<file path="src/rtl/multicycle_ctrl_fsm_if.sv">
// Control bus between the multicycle RV64 controller and its datapath.
// The controller holds the master modport. It reads the instruction fields and
// the ALU zero flag. It drives every load enable, mux select and ALU operation.
interface multicycle_ctrl_fsm_if;
  logic [6:0]  op_code;
  logic [31:0] INSTRUCAO;
  logic        ZERO_ALU;

  logic        WRITE_PC;
  logic        LOAD_IR;
  logic        WR_MEM_INSTR;
  logic        write_reg_A;
  logic        write_reg_B;
  logic        WR_ALU_OUT;
  logic        wrDataMemReg;
  logic        wrDataMem;
  logic        WR_BANCO_REG;
  logic        SELECT_MUX_DATA;
  logic [1:0]  SELETOR_MUX_A;
  logic [1:0]  SELETOR_MUX_B;
  logic [2:0]  operacao;
  logic        SELETOR_ALU;
  logic        reset_wire;
  logic [3:0]  estado;

  modport master (
    input  op_code, INSTRUCAO, ZERO_ALU,
    output WRITE_PC, LOAD_IR, WR_MEM_INSTR, write_reg_A, write_reg_B,
           WR_ALU_OUT, wrDataMemReg, wrDataMem, WR_BANCO_REG, SELECT_MUX_DATA,
           SELETOR_MUX_A, SELETOR_MUX_B, operacao, SELETOR_ALU, reset_wire, estado
  );

  modport slave (
    output op_code, INSTRUCAO, ZERO_ALU,
    input  WRITE_PC, LOAD_IR, WR_MEM_INSTR, write_reg_A, write_reg_B,
           WR_ALU_OUT, wrDataMemReg, wrDataMem, WR_BANCO_REG, SELECT_MUX_DATA,
           SELETOR_MUX_A, SELETOR_MUX_B, operacao, SELETOR_ALU, reset_wire, estado
  );
endinterface

</file>
<file path="src/rtl/multicycle_ctrl_fsm.sv">
// Moore control unit for the multicycle RV64 datapath.
// It sequences fetch, decode, execute, memory and writeback for each instruction.
// Supported instructions: add/sub/and, addi, ld, sd, beq and bne. Any other
// encoding parks the machine in HALT until RST.
// The outputs are registered next to the state. The one exception is the
// BRANCH redirect, which must follow the live ZERO_ALU flag.
// INSTR_RD_LAT and DATA_RD_LAT must each lie in the range 1..7.
module multicycle_ctrl_fsm #(
  parameter int INSTR_RD_LAT = 1,
  parameter int DATA_RD_LAT  = 1
) (
  input logic                   CLK,
  input logic                   RST,
  multicycle_ctrl_fsm_if.master bus
);

  typedef enum logic [3:0] {
    ST_RESET      = 4'd0,
    ST_FETCH      = 4'd1,
    ST_FETCH_WAIT = 4'd2,
    ST_DECODE     = 4'd3,
    ST_EXEC_R     = 4'd4,
    ST_EXEC_I     = 4'd5,
    ST_ADDR       = 4'd6,
    ST_MEM_RD     = 4'd7,
    ST_MEM_LATCH  = 4'd8,
    ST_WB_LOAD    = 4'd9,
    ST_MEM_WR     = 4'd10,
    ST_WB_ALU     = 4'd11,
    ST_BRANCH     = 4'd12,
    ST_PC_INC     = 4'd13,
    ST_HALT       = 4'd14
  } state_t;

  typedef enum logic [2:0] {
    ALU_NONE = 3'b000,
    ALU_ADD  = 3'b001,
    ALU_SUB  = 3'b010,
    ALU_AND  = 3'b011
  } alu_op_t;

  typedef struct packed {
    logic       write_pc;
    logic       load_ir;
    logic       write_reg_a;
    logic       write_reg_b;
    logic       wr_alu_out;
    logic       wr_mdr;
    logic       wr_mem;
    logic       wr_bank;
    logic       sel_data;
    logic [1:0] sel_a;
    logic [1:0] sel_b;
    alu_op_t    op;
    logic       sel_alu;
    logic       reset_wire;
  } ctrl_t;

  localparam logic [6:0] OP_R_TYPE = 7'b0110011;
  localparam logic [6:0] OP_I_TYPE = 7'b0010011;
  localparam logic [6:0] OP_LOAD   = 7'b0000011;
  localparam logic [6:0] OP_STORE  = 7'b0100011;
  localparam logic [6:0] OP_BRANCH = 7'b1100011;

  localparam logic [2:0] INSTR_LAST = 3'(INSTR_RD_LAT - 1);
  localparam logic [2:0] DATA_LAST  = 3'(DATA_RD_LAT - 1);

  state_t     state, state_nxt;
  logic [2:0] wait_cnt;
  ctrl_t      ctrl_q;
  logic [2:0] funct3;
  logic       funct7_b30;
  logic       branch_taken;
  logic       unused_instr_bits;

  assign funct3            = bus.INSTRUCAO[14:12];
  assign funct7_b30        = bus.INSTRUCAO[30];
  assign unused_instr_bits = ^{bus.INSTRUCAO[31], bus.INSTRUCAO[29:15], bus.INSTRUCAO[11:0]};

  // Returns the control word for state s. Invalid function fields suppress the AluOut write.
  function automatic ctrl_t decode_outputs(input state_t s, input logic [2:0] f3, input logic b30);
    ctrl_t c;
    c = '0;
    case (s)
      ST_RESET:      c.reset_wire = 1'b1;
      ST_FETCH_WAIT: c.load_ir = 1'b1;
      ST_DECODE: begin
        // Latch A/B and precompute the branch target PC + (imm << 1).
        c.write_reg_a = 1'b1;
        c.write_reg_b = 1'b1;
        c.wr_alu_out  = 1'b1;
        c.sel_b       = 2'd3;
        c.op          = ALU_ADD;
      end
      ST_EXEC_R: begin
        c.sel_a = 2'd1;
        if (f3 == 3'b000)      c.op = b30 ? ALU_SUB : ALU_ADD;
        else if (f3 == 3'b111) c.op = ALU_AND;
        c.wr_alu_out = (c.op != ALU_NONE);
      end
      ST_EXEC_I, ST_ADDR: begin
        c.sel_a      = 2'd1;
        c.sel_b      = 2'd2;
        c.op         = ALU_ADD;
        c.wr_alu_out = (s == ST_EXEC_I) ? (f3 == 3'b000) : (f3 == 3'b011);
      end
      ST_MEM_LATCH:  c.wr_mdr = 1'b1;
      ST_BRANCH: begin
        c.sel_a = 2'd1;
        c.op    = ALU_SUB;
      end
      default: ;
    endcase
    if (s == ST_WB_LOAD || s == ST_MEM_WR || s == ST_WB_ALU || s == ST_PC_INC) begin
      // PC <= PC + 4 through the ALU.
      c.sel_a    = 2'd0;
      c.sel_b    = 2'd1;
      c.op       = ALU_ADD;
      c.sel_alu  = 1'b0;
      c.write_pc = 1'b1;
    end
    c.wr_bank  = (s == ST_WB_LOAD) || (s == ST_WB_ALU);
    c.sel_data = (s == ST_WB_LOAD);
    c.wr_mem   = (s == ST_MEM_WR);
    return c;
  endfunction

  // The branch outcome depends on the live compare, so it stays combinational.
  assign branch_taken = (state == ST_BRANCH) &&
                        (((funct3 == 3'b000) && bus.ZERO_ALU) ||
                         ((funct3 == 3'b001) && !bus.ZERO_ALU));

  // Next-state selection from the current state, the instruction fields and the wait counter.
  always_comb begin
    // NOTE: default first so that every path assigns state_nxt and no latch is inferred.
    state_nxt = state;
    case (state)
      ST_RESET:      state_nxt = ST_FETCH;
      ST_FETCH:      if (wait_cnt == INSTR_LAST) state_nxt = ST_FETCH_WAIT;
      ST_FETCH_WAIT: state_nxt = ST_DECODE;
      ST_DECODE: begin
        case (bus.op_code)
          OP_R_TYPE:         state_nxt = ST_EXEC_R;
          OP_I_TYPE:         state_nxt = ST_EXEC_I;
          OP_LOAD, OP_STORE: state_nxt = ST_ADDR;
          OP_BRANCH:         state_nxt = ST_BRANCH;
          default:           state_nxt = ST_HALT;
        endcase
      end
      ST_EXEC_R:
        state_nxt = ((funct3 == 3'b000) || (funct3 == 3'b111)) ? ST_WB_ALU : ST_HALT;
      ST_EXEC_I:     state_nxt = (funct3 == 3'b000) ? ST_WB_ALU : ST_HALT;
      ST_ADDR: begin
        if (funct3 != 3'b011)             state_nxt = ST_HALT;
        else if (bus.op_code == OP_STORE) state_nxt = ST_MEM_WR;
        else                              state_nxt = ST_MEM_RD;
      end
      ST_MEM_RD:     if (wait_cnt == DATA_LAST) state_nxt = ST_MEM_LATCH;
      ST_MEM_LATCH:  state_nxt = ST_WB_LOAD;
      ST_WB_LOAD, ST_MEM_WR, ST_WB_ALU, ST_PC_INC:
                     state_nxt = ST_FETCH;
      ST_BRANCH: begin
        if (branch_taken)                              state_nxt = ST_FETCH;
        else if ((funct3 == 3'b000) || (funct3 == 3'b001)) state_nxt = ST_PC_INC;
        else                                           state_nxt = ST_HALT;
      end
      ST_HALT:       state_nxt = ST_HALT;
      default:       state_nxt = ST_HALT;
    endcase
  end

  // State, wait counter and registered control word, all with a synchronous reset.
  always_ff @(posedge CLK) begin
    // NOTE: non-blocking assignments, so every register here samples values from before the edge.
    if (RST) begin
      state    <= ST_RESET;
      wait_cnt <= 3'd0;
      ctrl_q   <= decode_outputs(ST_RESET, funct3, funct7_b30);
    end else begin
      state    <= state_nxt;
      // The counter restarts on each state entry. It is only compared in FETCH and MEM_RD.
      wait_cnt <= (state_nxt == state) ? wait_cnt + 3'd1 : 3'd0;
      ctrl_q   <= decode_outputs(state_nxt, funct3, funct7_b30);
    end
  end

  assign bus.WRITE_PC        = ctrl_q.write_pc | branch_taken;
  assign bus.SELETOR_ALU     = ctrl_q.sel_alu | branch_taken;
  assign bus.LOAD_IR         = ctrl_q.load_ir;
  assign bus.WR_MEM_INSTR    = 1'b0;
  assign bus.write_reg_A     = ctrl_q.write_reg_a;
  assign bus.write_reg_B     = ctrl_q.write_reg_b;
  assign bus.WR_ALU_OUT      = ctrl_q.wr_alu_out;
  assign bus.wrDataMemReg    = ctrl_q.wr_mdr;
  assign bus.wrDataMem       = ctrl_q.wr_mem;
  assign bus.WR_BANCO_REG    = ctrl_q.wr_bank;
  assign bus.SELECT_MUX_DATA = ctrl_q.sel_data;
  assign bus.SELETOR_MUX_A   = ctrl_q.sel_a;
  assign bus.SELETOR_MUX_B   = ctrl_q.sel_b;
  assign bus.operacao        = ctrl_q.op;
  assign bus.reset_wire      = ctrl_q.reset_wire;
  assign bus.estado          = state;

endmodule

</file>
<file path="src/flat_wrapper.sv">
// flat-port wrapper written by rule: the top's interface ports become plain ports
module multicycle_ctrl_fsm_flat 
#(
  parameter int INSTR_RD_LAT = 1,
  parameter int DATA_RD_LAT  = 1
)
  (CLK, RST, bus_op_code, bus_INSTRUCAO, bus_ZERO_ALU, bus_WRITE_PC, bus_LOAD_IR, bus_WR_MEM_INSTR, bus_write_reg_A, bus_write_reg_B, bus_WR_ALU_OUT, bus_wrDataMemReg, bus_wrDataMem, bus_WR_BANCO_REG, bus_SELECT_MUX_DATA, bus_SELETOR_MUX_A, bus_SELETOR_MUX_B, bus_operacao, bus_SELETOR_ALU, bus_reset_wire, bus_estado);
  multicycle_ctrl_fsm_if bus_i ();
  input logic CLK;
  input logic RST;
  input wire logic [$bits(bus_i.op_code)-1:0] bus_op_code;
  input wire logic [$bits(bus_i.INSTRUCAO)-1:0] bus_INSTRUCAO;
  input wire logic [$bits(bus_i.ZERO_ALU)-1:0] bus_ZERO_ALU;
  output wire logic [$bits(bus_i.WRITE_PC)-1:0] bus_WRITE_PC;
  output wire logic [$bits(bus_i.LOAD_IR)-1:0] bus_LOAD_IR;
  output wire logic [$bits(bus_i.WR_MEM_INSTR)-1:0] bus_WR_MEM_INSTR;
  output wire logic [$bits(bus_i.write_reg_A)-1:0] bus_write_reg_A;
  output wire logic [$bits(bus_i.write_reg_B)-1:0] bus_write_reg_B;
  output wire logic [$bits(bus_i.WR_ALU_OUT)-1:0] bus_WR_ALU_OUT;
  output wire logic [$bits(bus_i.wrDataMemReg)-1:0] bus_wrDataMemReg;
  output wire logic [$bits(bus_i.wrDataMem)-1:0] bus_wrDataMem;
  output wire logic [$bits(bus_i.WR_BANCO_REG)-1:0] bus_WR_BANCO_REG;
  output wire logic [$bits(bus_i.SELECT_MUX_DATA)-1:0] bus_SELECT_MUX_DATA;
  output wire logic [$bits(bus_i.SELETOR_MUX_A)-1:0] bus_SELETOR_MUX_A;
  output wire logic [$bits(bus_i.SELETOR_MUX_B)-1:0] bus_SELETOR_MUX_B;
  output wire logic [$bits(bus_i.operacao)-1:0] bus_operacao;
  output wire logic [$bits(bus_i.SELETOR_ALU)-1:0] bus_SELETOR_ALU;
  output wire logic [$bits(bus_i.reset_wire)-1:0] bus_reset_wire;
  output wire logic [$bits(bus_i.estado)-1:0] bus_estado;
  assign bus_i.op_code = bus_op_code;
  assign bus_i.INSTRUCAO = bus_INSTRUCAO;
  assign bus_i.ZERO_ALU = bus_ZERO_ALU;
  assign bus_WRITE_PC = bus_i.WRITE_PC;
  assign bus_LOAD_IR = bus_i.LOAD_IR;
  assign bus_WR_MEM_INSTR = bus_i.WR_MEM_INSTR;
  assign bus_write_reg_A = bus_i.write_reg_A;
  assign bus_write_reg_B = bus_i.write_reg_B;
  assign bus_WR_ALU_OUT = bus_i.WR_ALU_OUT;
  assign bus_wrDataMemReg = bus_i.wrDataMemReg;
  assign bus_wrDataMem = bus_i.wrDataMem;
  assign bus_WR_BANCO_REG = bus_i.WR_BANCO_REG;
  assign bus_SELECT_MUX_DATA = bus_i.SELECT_MUX_DATA;
  assign bus_SELETOR_MUX_A = bus_i.SELETOR_MUX_A;
  assign bus_SELETOR_MUX_B = bus_i.SELETOR_MUX_B;
  assign bus_operacao = bus_i.operacao;
  assign bus_SELETOR_ALU = bus_i.SELETOR_ALU;
  assign bus_reset_wire = bus_i.reset_wire;
  assign bus_estado = bus_i.estado;
  multicycle_ctrl_fsm #(.INSTR_RD_LAT(INSTR_RD_LAT), .DATA_RD_LAT(DATA_RD_LAT)) u_core (.CLK(CLK), .RST(RST), .bus(bus_i));
endmodule
</file>
<file path="config.mk">
export PLATFORM = sky130hd
export DESIGN_NAME = multicycle_ctrl_fsm_flat
export DESIGN_NICKNAME = d
export VERILOG_FILES = /design/src/rtl/multicycle_ctrl_fsm_if.sv /design/src/rtl/multicycle_ctrl_fsm.sv /design/src/flat_wrapper.sv
export SDC_FILE = /design/constraint.sdc
export NUM_CORES = 1
export LEC_CHECK = 0
export ABC_AREA = 0
export CORE_MARGIN = 2
export CORE_UTILIZATION = 40
export CTS_CLUSTER_DIAMETER = 60
export DETAILED_ROUTE_END_ITERATION = 12
export PLACE_DENSITY = 0.88
export SETUP_SLACK_MARGIN = 0.4
export SYNTH_ARGS = -nofsm -noshare
export SYNTH_HDL_FRONTEND = slang
export SYNTH_SLANG_ARGS = --single-unit
</file>
<file path="constraint.sdc">
create_clock -name CLK -period 2.5 [get_ports CLK]
set_input_delay 0.75 -clock CLK [delete_from_list [all_inputs] [get_ports CLK]]
set_output_delay 0.75 -clock CLK [all_outputs]
set_load 0.01 [all_outputs]
</file>
==> results.ini, run 1 <==
[synthesis]
avgSynthCellArea_sq_um = 8.726
ys_ff_latch = 21
synthTopCellsByArea = dfxtp_1 (31%), buf_4 (6.1%), nor2_1 (3.1%)
ys.flop_type = dfxtp_1
synth_cell_types = 58
syn-instance-count = 154
synth_edf_count = 0
yosysWarnings = 0
synth_most_common_cell = dfxtp_1
synth_top_area_share_pct = 31.28
yosysTopAreaCell = dfxtp_1
async_reset_ff_share_pct = 0
synth_seq_area_share_pct = 31.28
syn_area_sq_mm = 0.001344
synth_common_cells = dfxtp_1 (21), buf_4 (11), nor2_1 (11)

[floorplanning]
initial_utilization_pct = 40.91
die_h_microns = 61.96
dieArea_sq_mm = 0.003839
row_count = 21
core_sq_mm = 0.003284
io_pins = 65
die_x_microns = 61.96

[global_route]
grt_max_degree = 15
grt.total_usage_pct = 21.27
grt_antenna_before_repair = 0
grt_pass1_vias = 1294
grt_pass1_wl_microns = 5927
grt-ovfl-total = 0

[critical_path]
cp_max_fo = 5
critical_path.max_stage_delay_ns = 0.55
slowest_stage = or4_4
critPathCaptureType = flop
required_ns = 2.74
crit_type = in2reg
crit_buf_inv = 2
critPathLaunchType = input port
cp.arrival_ns = 2.60
crit_top_cell = buf_6
cp_cell_sequence = buf_6, buf_6, or4b_4, o221ai_2, a211oi_1, o211a_1, xnor2_1, or4_4, nor2_2
critPathTopFamily = simple AND/OR/NAND/NOR gates

[place]
io_buffer_count = 33
dp_slack_ns = -0.7152
gp_congestion = 0.9373
hpwl_microns = 2510

[cts]
clk_latency_ns = 0.30
numCtsBuffers = 3
clk_pin_slew_ns = 0.10
cts_max_level = 1
numClockSinks = 21
cts-root-buf = clkbuf_4
hold_buffers = 0
cts_tree = done
cts_max_path_buffers = 2

[drt]
drc_errors = 0
via_per_inst = 5.175
drt-pass1-iter-count = 4
drt-total-wl_microns = 4024
ant_nets = 0
routedWlPerCell_microns = 15.30
vias = 1361
first_iter_violations = 56

[pwr]
p_per_area_mw_per_mm2 = 1175
vdd_ir_drop_max_uv = 699.6
p_leak_nw = 0.9036

[finish]
nets = 262
drive_gt1_share_pct = 50.23
diodes = 0
final_util_pct = 68.46
fillers = 230
syn_to_final_growth_pct = 67.32

[sta]
fin_crit_sh_pct = 94.14
hold_violations = 0
post-route-worst-setup-slack_ns = 0.1466
fin_skew_ns = 0.006654
tns_ns = 0
fin_crit_ns = 2.353
fmax_mhz = 424.9
drv_slew = 0
setup_viol = 0
rsz0062_at_grt = yes

[status]
status = finished, final reports clean

[flow_run]
maxCapViolCount = 0

[worst_hold_path]
hold_path.class = reg2reg

worst register-to-register path, delay by kind of cell, from the launching register on:
kind                      cells  cell delay, ns
xor gates and xnor gates      1            0.14
DFF                           1            0.37
and+or+nand+nor               4            1.32
buffers and inverters         1            0.16
AOI/OAI and AO/OA             2            0.26
through the flow:
step                instances  hold WS (ns)  power, mW  cell area (sq um)
floorplan                 156        0.4274      1.444               1414
global placement          243        0.4422      1.890               1872
detailed placement        243        0.4457      1.927               1872
CTS                       262        0.4486      2.437               2170
global route              263        0.4741      2.792               2248
finish                    263        0.4419      2.642               2248
sequential cells by signal (all words and copies together) (netlist names):
signal                      count
u_core.bus.LOAD_IR              1
u_core.bus.SELECT_MUX_DATA      1
u_core.bus.SELETOR_MUX_A        1
u_core.bus.SELETOR_MUX_B        2
u_core.bus.WR_ALU_OUT           1
u_core.bus.WR_BANCO_REG         1
u_core.bus.estado               4
u_core.bus.operacao             2
u_core.bus.reset_wire           1
u_core.bus.wrDataMem            1
u_core.bus.wrDataMemReg         1
u_core.bus.write_reg_B          1
u_core.ctrl_q                   1
u_core.wait_cnt                 3
worst paths after layout:
path | from | endpoint | slack, ns | depth (start not counted)
min | u_core.wait_cnt[0] | u_core.wait_cnt[0] | 0.44 | 1
min reg2reg | u_core.wait_cnt[0] | u_core.wait_cnt[0] | 0.44 | 1
max reg2reg | u_core.bus.estado[2] | u_core.wait_cnt[0] | 0.21 | 8
max | bus_INSTRUCAO[13] | u_core.wait_cnt[0] | 0.15 | 9
cell usage in the layout (no fill, tap or decap), types with 3 or more instances in the layout:
| cell type | count |
|---|---|
| buf_4 | 30 |
| nand3b_1 | 3 |
| nor2_1 | 6 |
| buf_6 | 14 |
| inv_1 | 7 |
| xnor2_1 | 3 |
| dfxtp_1 | 17 |
| clkbuf_4 | 3 |
| clkdlybuf4s50_1 | 19 |
| nand2_1 | 8 |
| conb_1 | 3 |
| dlygate4sd2_1 | 4 |
| buf_2 | 3 |
| nor2_2 | 6 |
| nor3_1 | 3 |
layer usage:
metal,share of wire [%],vias to the layer above,global-route usage (%)
li1,-,664,-
met1,41,642,26.77
met2,51,46,35.42
met3,5.7,9,3.520
met4,2.1,0,9.726
met5,0,-,0
power breakdown:
| part | total [mW] | leakage [nW] | internal (mW) | switching, mW |
|---|---|---|---|---|
| registers | 0.535 | 0.174 | 0.434 | 0.101 |
| clock network | 0.159 | 0.0150 | 0.0622 | 0.0968 |
| logic | 1.95 | 0.715 | 1.03 | 0.919 |
logic make-up after synthesis:
group           count (synthesis)  share of synthesized area, %
flops                          21                         31.28
compound gates                 33                         20.58
simple gates                   64                         28.49
buf+inv                        25                         11.92
xor+xnor                        5                         3.259
other cells                     1                        0.2791
mux                             2                         1.490
fa+ha+maj                       3                         2.700
final cells by class:
cell class | instances | area (sq um) | area share, %
Inverter | 7 | 26.28 | 1.169
Timing Repair Buffer | 75 | 700.7 | 31.16
Clock buffer | 4 | 26.28 | 1.169
Multi-Input combinational cell | 110 | 1007 | 44.80
Tap cell | 46 | 57.56 | 2.560
Sequential cell | 21 | 430.4 | 19.14
repair_timing:
item,in CTS,in global routing
buffers inserted,15,1
setup endpoints to repair,25,22
pin swaps,24,7
cloned,0,0
gates resized for setup,84,16
Power figures use the tool's default switching activity.
==> run 2: changes to the inputs <==
- ABC_AREA: 0 -> 1
- CELL_PAD_IN_SITES_DETAIL_PLACEMENT: unset -> 0
- CELL_PAD_IN_SITES_GLOBAL_PLACEMENT: unset -> 1
- CORE_MARGIN: 2 -> unset
- CORE_UTILIZATION: 40 -> 28
- PLACE_DENSITY: 0.88 -> 0.89
==> results.ini, run 2 <==
[critical_path]
r2r_start = u_core.wait_cnt[0]
cp_max_fo = 2  ; -3
critPathTopFamily = simple AND/OR/NAND/NOR gates
crit_type = in2out
cp.arrival_ns = 1.50  ; -1.10 ns
required_ns = 1.75  ; -0.99 ns
worstSetupPathDepth = 6  ; -3
cp_cell_sequence = buf_8, xor2_4, nand2_4, nor3_4, or2_4, buf_6
critical_path.max_stage_delay_ns = 0.23  ; -0.32 ns
slowest_stage = or2_4
critPathCaptureType = output port
reg2reg_depth = 13  ; +5
crit_buf_inv = 2  ; unchanged
rrSetupSlack_ns = 0.60  ; +0.39 ns
critPathLaunchType = input port
startpoint = bus_ZERO_ALU

[pwr]
power_frac_seq_pct = 24.8  ; +4.5 points
internal_power_mw = 1.073  ; -30%
pwr-share-clk_pct = 11.7  ; +5.7 points
p_switching_uw = 794.1  ; -29%
p_per_area_mw_per_mm2 = 884.0  ; -25%
p_leak_nw = 0.9882  ; +9.4%
p_sw_share_pct = 42.53  ; +0.25 points
pwr-share-comb_pct = 63.5  ; -10 points
power.total_mw = 1.867  ; -29%
vdd_ir_drop_max_uv = 303.2  ; -57%

[floorplanning]
dieArea_sq_mm = 0.005269  ; +37%
die_h_microns = 72.59  ; +17%
row_count = 25  ; +19%
core_sq_mm = 0.004755  ; +45%
initial_utilization_pct = 29.34  ; -12 points
io_pins = 65  ; unchanged
die_x_microns = 72.59  ; +17%

[finish]
postLayoutCellArea_sq_mm = 0.002112  ; -6.1%
final_common_cell = nand2_1
diodes = 0  ; unchanged
final_util_pct = 44.42  ; -24 points
drive_gt1_share_pct = 42.35  ; -7.9 points
nets = 300  ; +15%
syn_to_final_growth_pct = 51.39
final_cell_mix = nand2_1 (35), buf_4 (30), nor2_1 (24), clkdlybuf4s50_1 (20), dfxtp_1 (18)
largest_register_ff_count = 4  ; unchanged

[synthesis]
avgSynthCellArea_sq_um = 7.082  ; -19%
synth_common_cells = nand2_1 (41), nor2_1 (25), dfxtp_1 (21)
synth_edf_count = 0  ; unchanged
synth-simple-area-share_pct = 48.16  ; +20 points
synth_top_family_by_area = simple AND/OR/NAND/NOR gates
syn-instance-count = 197  ; +28%
synth_seq_area_share_pct = 30.13  ; -1.2 points
ys.flop_type = dfxtp_1
async_reset_ff_share_pct = 0  ; unchanged
synthTopCellsByArea = dfxtp_1 (30%), nand2_1 (11%), nor2_1 (6.7%)
yosysTopAreaCell = dfxtp_1
ys_ff_latch = 21  ; unchanged
synthMuxAreaShare_pct = 0  ; -1.5 points
yosysWarnings = 0  ; unchanged
synth_compound_area_share_pct = 3.767  ; -17 points
synth_cell_types = 27  ; -53%
synth_xor_area_share_pct = 1.883  ; -1.4 points
synth_top_area_share_pct = 30.13  ; -1.2 points
synthAdderAreaFrac_pct = 1.794  ; -0.91 points
synth_most_common_cell = nand2_1
syn_area_sq_mm = 0.001395  ; +3.8%

[sta]
whs_ns = 0.4506  ; +0.008687 ns
fin_crit_sh_pct = 89.80  ; -4.3 points
setup_viol = 0  ; unchanged
drv_slew = 0  ; unchanged
fin_skew_ns = 0.001913  ; -0.004741 ns
fin_crit_ns = 2.245  ; -0.1083 ns
hold_violations = 0  ; unchanged
tns_ns = 0  ; unchanged
fmax_mhz = 445.4  ; +4.8%
rsz0062_at_grt = yes

[global_route]
grt_max_degree = 13  ; -2
grt.total_usage_pct = 12.11  ; -9.2 points
grt_pass1_wl_microns = 5085  ; -14%
grt_pass1_vias = 1178  ; -9.0%
grt_antenna_before_repair = 0  ; unchanged
grt-ovfl-total = 0  ; unchanged

[drt]
ant_nets = 0  ; unchanged
vias = 1304  ; -4.2%
drt-pass1-iter-count = 4  ; unchanged
first_iter_violations = 63  ; +13%
via_per_inst = 4.050  ; -22%
drc_errors = 0  ; unchanged
routedWlPerCell_microns = 9.137  ; -40%
drt-total-wl_microns = 2942  ; -27%

[place]
gp_congestion = 0.7722  ; -18%
hpwl_microns = 2352  ; -6.3%
io_buffer_count = 33  ; unchanged
placed_area_sq_mm = 0.001911  ; +2.1%

[worst_hold_path]
holdPathStages = 1  ; unchanged
hold_path.class = reg2reg
hold_start = u_core.wait_cnt[0]

[flow_run]
maxCapViolCount = 0  ; unchanged

[cts]
numCtsBuffers = 3  ; unchanged
cts_tree = done
clk_latency_ns = 0.26  ; -0.04 ns
cts_max_path_buffers = 2  ; unchanged
numClockSinks = 21  ; unchanged
clk_pin_slew_ns = 0.07  ; -0.03 ns
cts-root-buf = clkbuf_8
cts_max_level = 1  ; unchanged

[status]
status = finished, final reports clean

==> run 2: changes by cell type after synthesis, moves of 4 or more <==
cell	delta
nand2_1	+32
nor2_1	+14
inv_1	+12
inv_2	+11
nand3_1	+10
nor2_4	+8
nand2_2	+7
nor2b_1	-4
nor3_1	-4
==> run 2: kinds of logic after synthesis <==
family,after synthesis
other cells,1
xor+xnor,3
buf+inv,42
compound gates,10
fa+ha+maj,2
flops,21
simple gates,118
==> run 2: cell type report <==
| cell class | instances | area [sq um] |
|---|---|---|
| clock buffers | 3 | 41.29 |
| clock inverters | 1 | 5.005 |
| fillers | 511 | 2643 |
| inverters | 30 | 112.6 |
| multi-input cells | 136 | 878.3 |
| flip-flops and latches | 21 | 424.2 |
| well taps | 67 | 83.83 |
| repair buffers | 64 | 566.8 |
==> run 2: worst paths after layout <==
path | to
min reg2reg | u_core.wait_cnt[0]
min | u_core.wait_cnt[0]
max reg2reg | u_core.wait_cnt[1]
max | bus_WRITE_PC
==> run 2: routing by layer <==
metal | GRT usage, % | wire (microns) | part of all wire [%]
met1 | 16.15 | 1408 | 48
met2 | 20.77 | 1431 | 49
met3 | 0.4144 | 79 | 2.7
met4 | 4.575 | 24 | 0.82
met5 | 0 | 0 | 0
==> run 2: power by group through the flow <==
stage	Combinational [mW]	Sequential [mW]	Clock, mW
final	1.19	0.463	0.219
after detailed placement	1.06	0.468	0
after CTS	1.09	0.460	0.225
after global routing	1.31	0.473	0.237
after global placement	1.06	0.468	0
after floorplan	0.705	0.478	0
==> run 2: what timing repair did <==
item	4_1_cts	5_1_grt
pin swaps	14	10
setup endpoints to repair	14	17
hold buffers	0	0
resized for setup	43	16
setup buffers	4	6
==> run 2: through the flow <==
stage | instances | worst slack [ns]
after CTS | 316 | 0.2492
after floorplan | 199 | 0.3824
final | 322 | 0.2550
after global routing | 322 | 0.2248
after detailed placement | 308 | -0.6749
after global placement | 308 | -0.6465
==> run 2: worst register-to-register path, stage by stage (launching register included) <==
cell,delay (ns)
dfxtp_1,0.33
inv_1,0.06
ha_1,0.13
inv_1,0.04
nor2_1,0.20
inv_1,0.12
nand2_1,0.09
nand2_1,0.08
nor2_4,0.13
nand4_4,0.13
buf_4,0.17
xor2_1,0.15
nand3_2,0.11
nor2_1,0.09
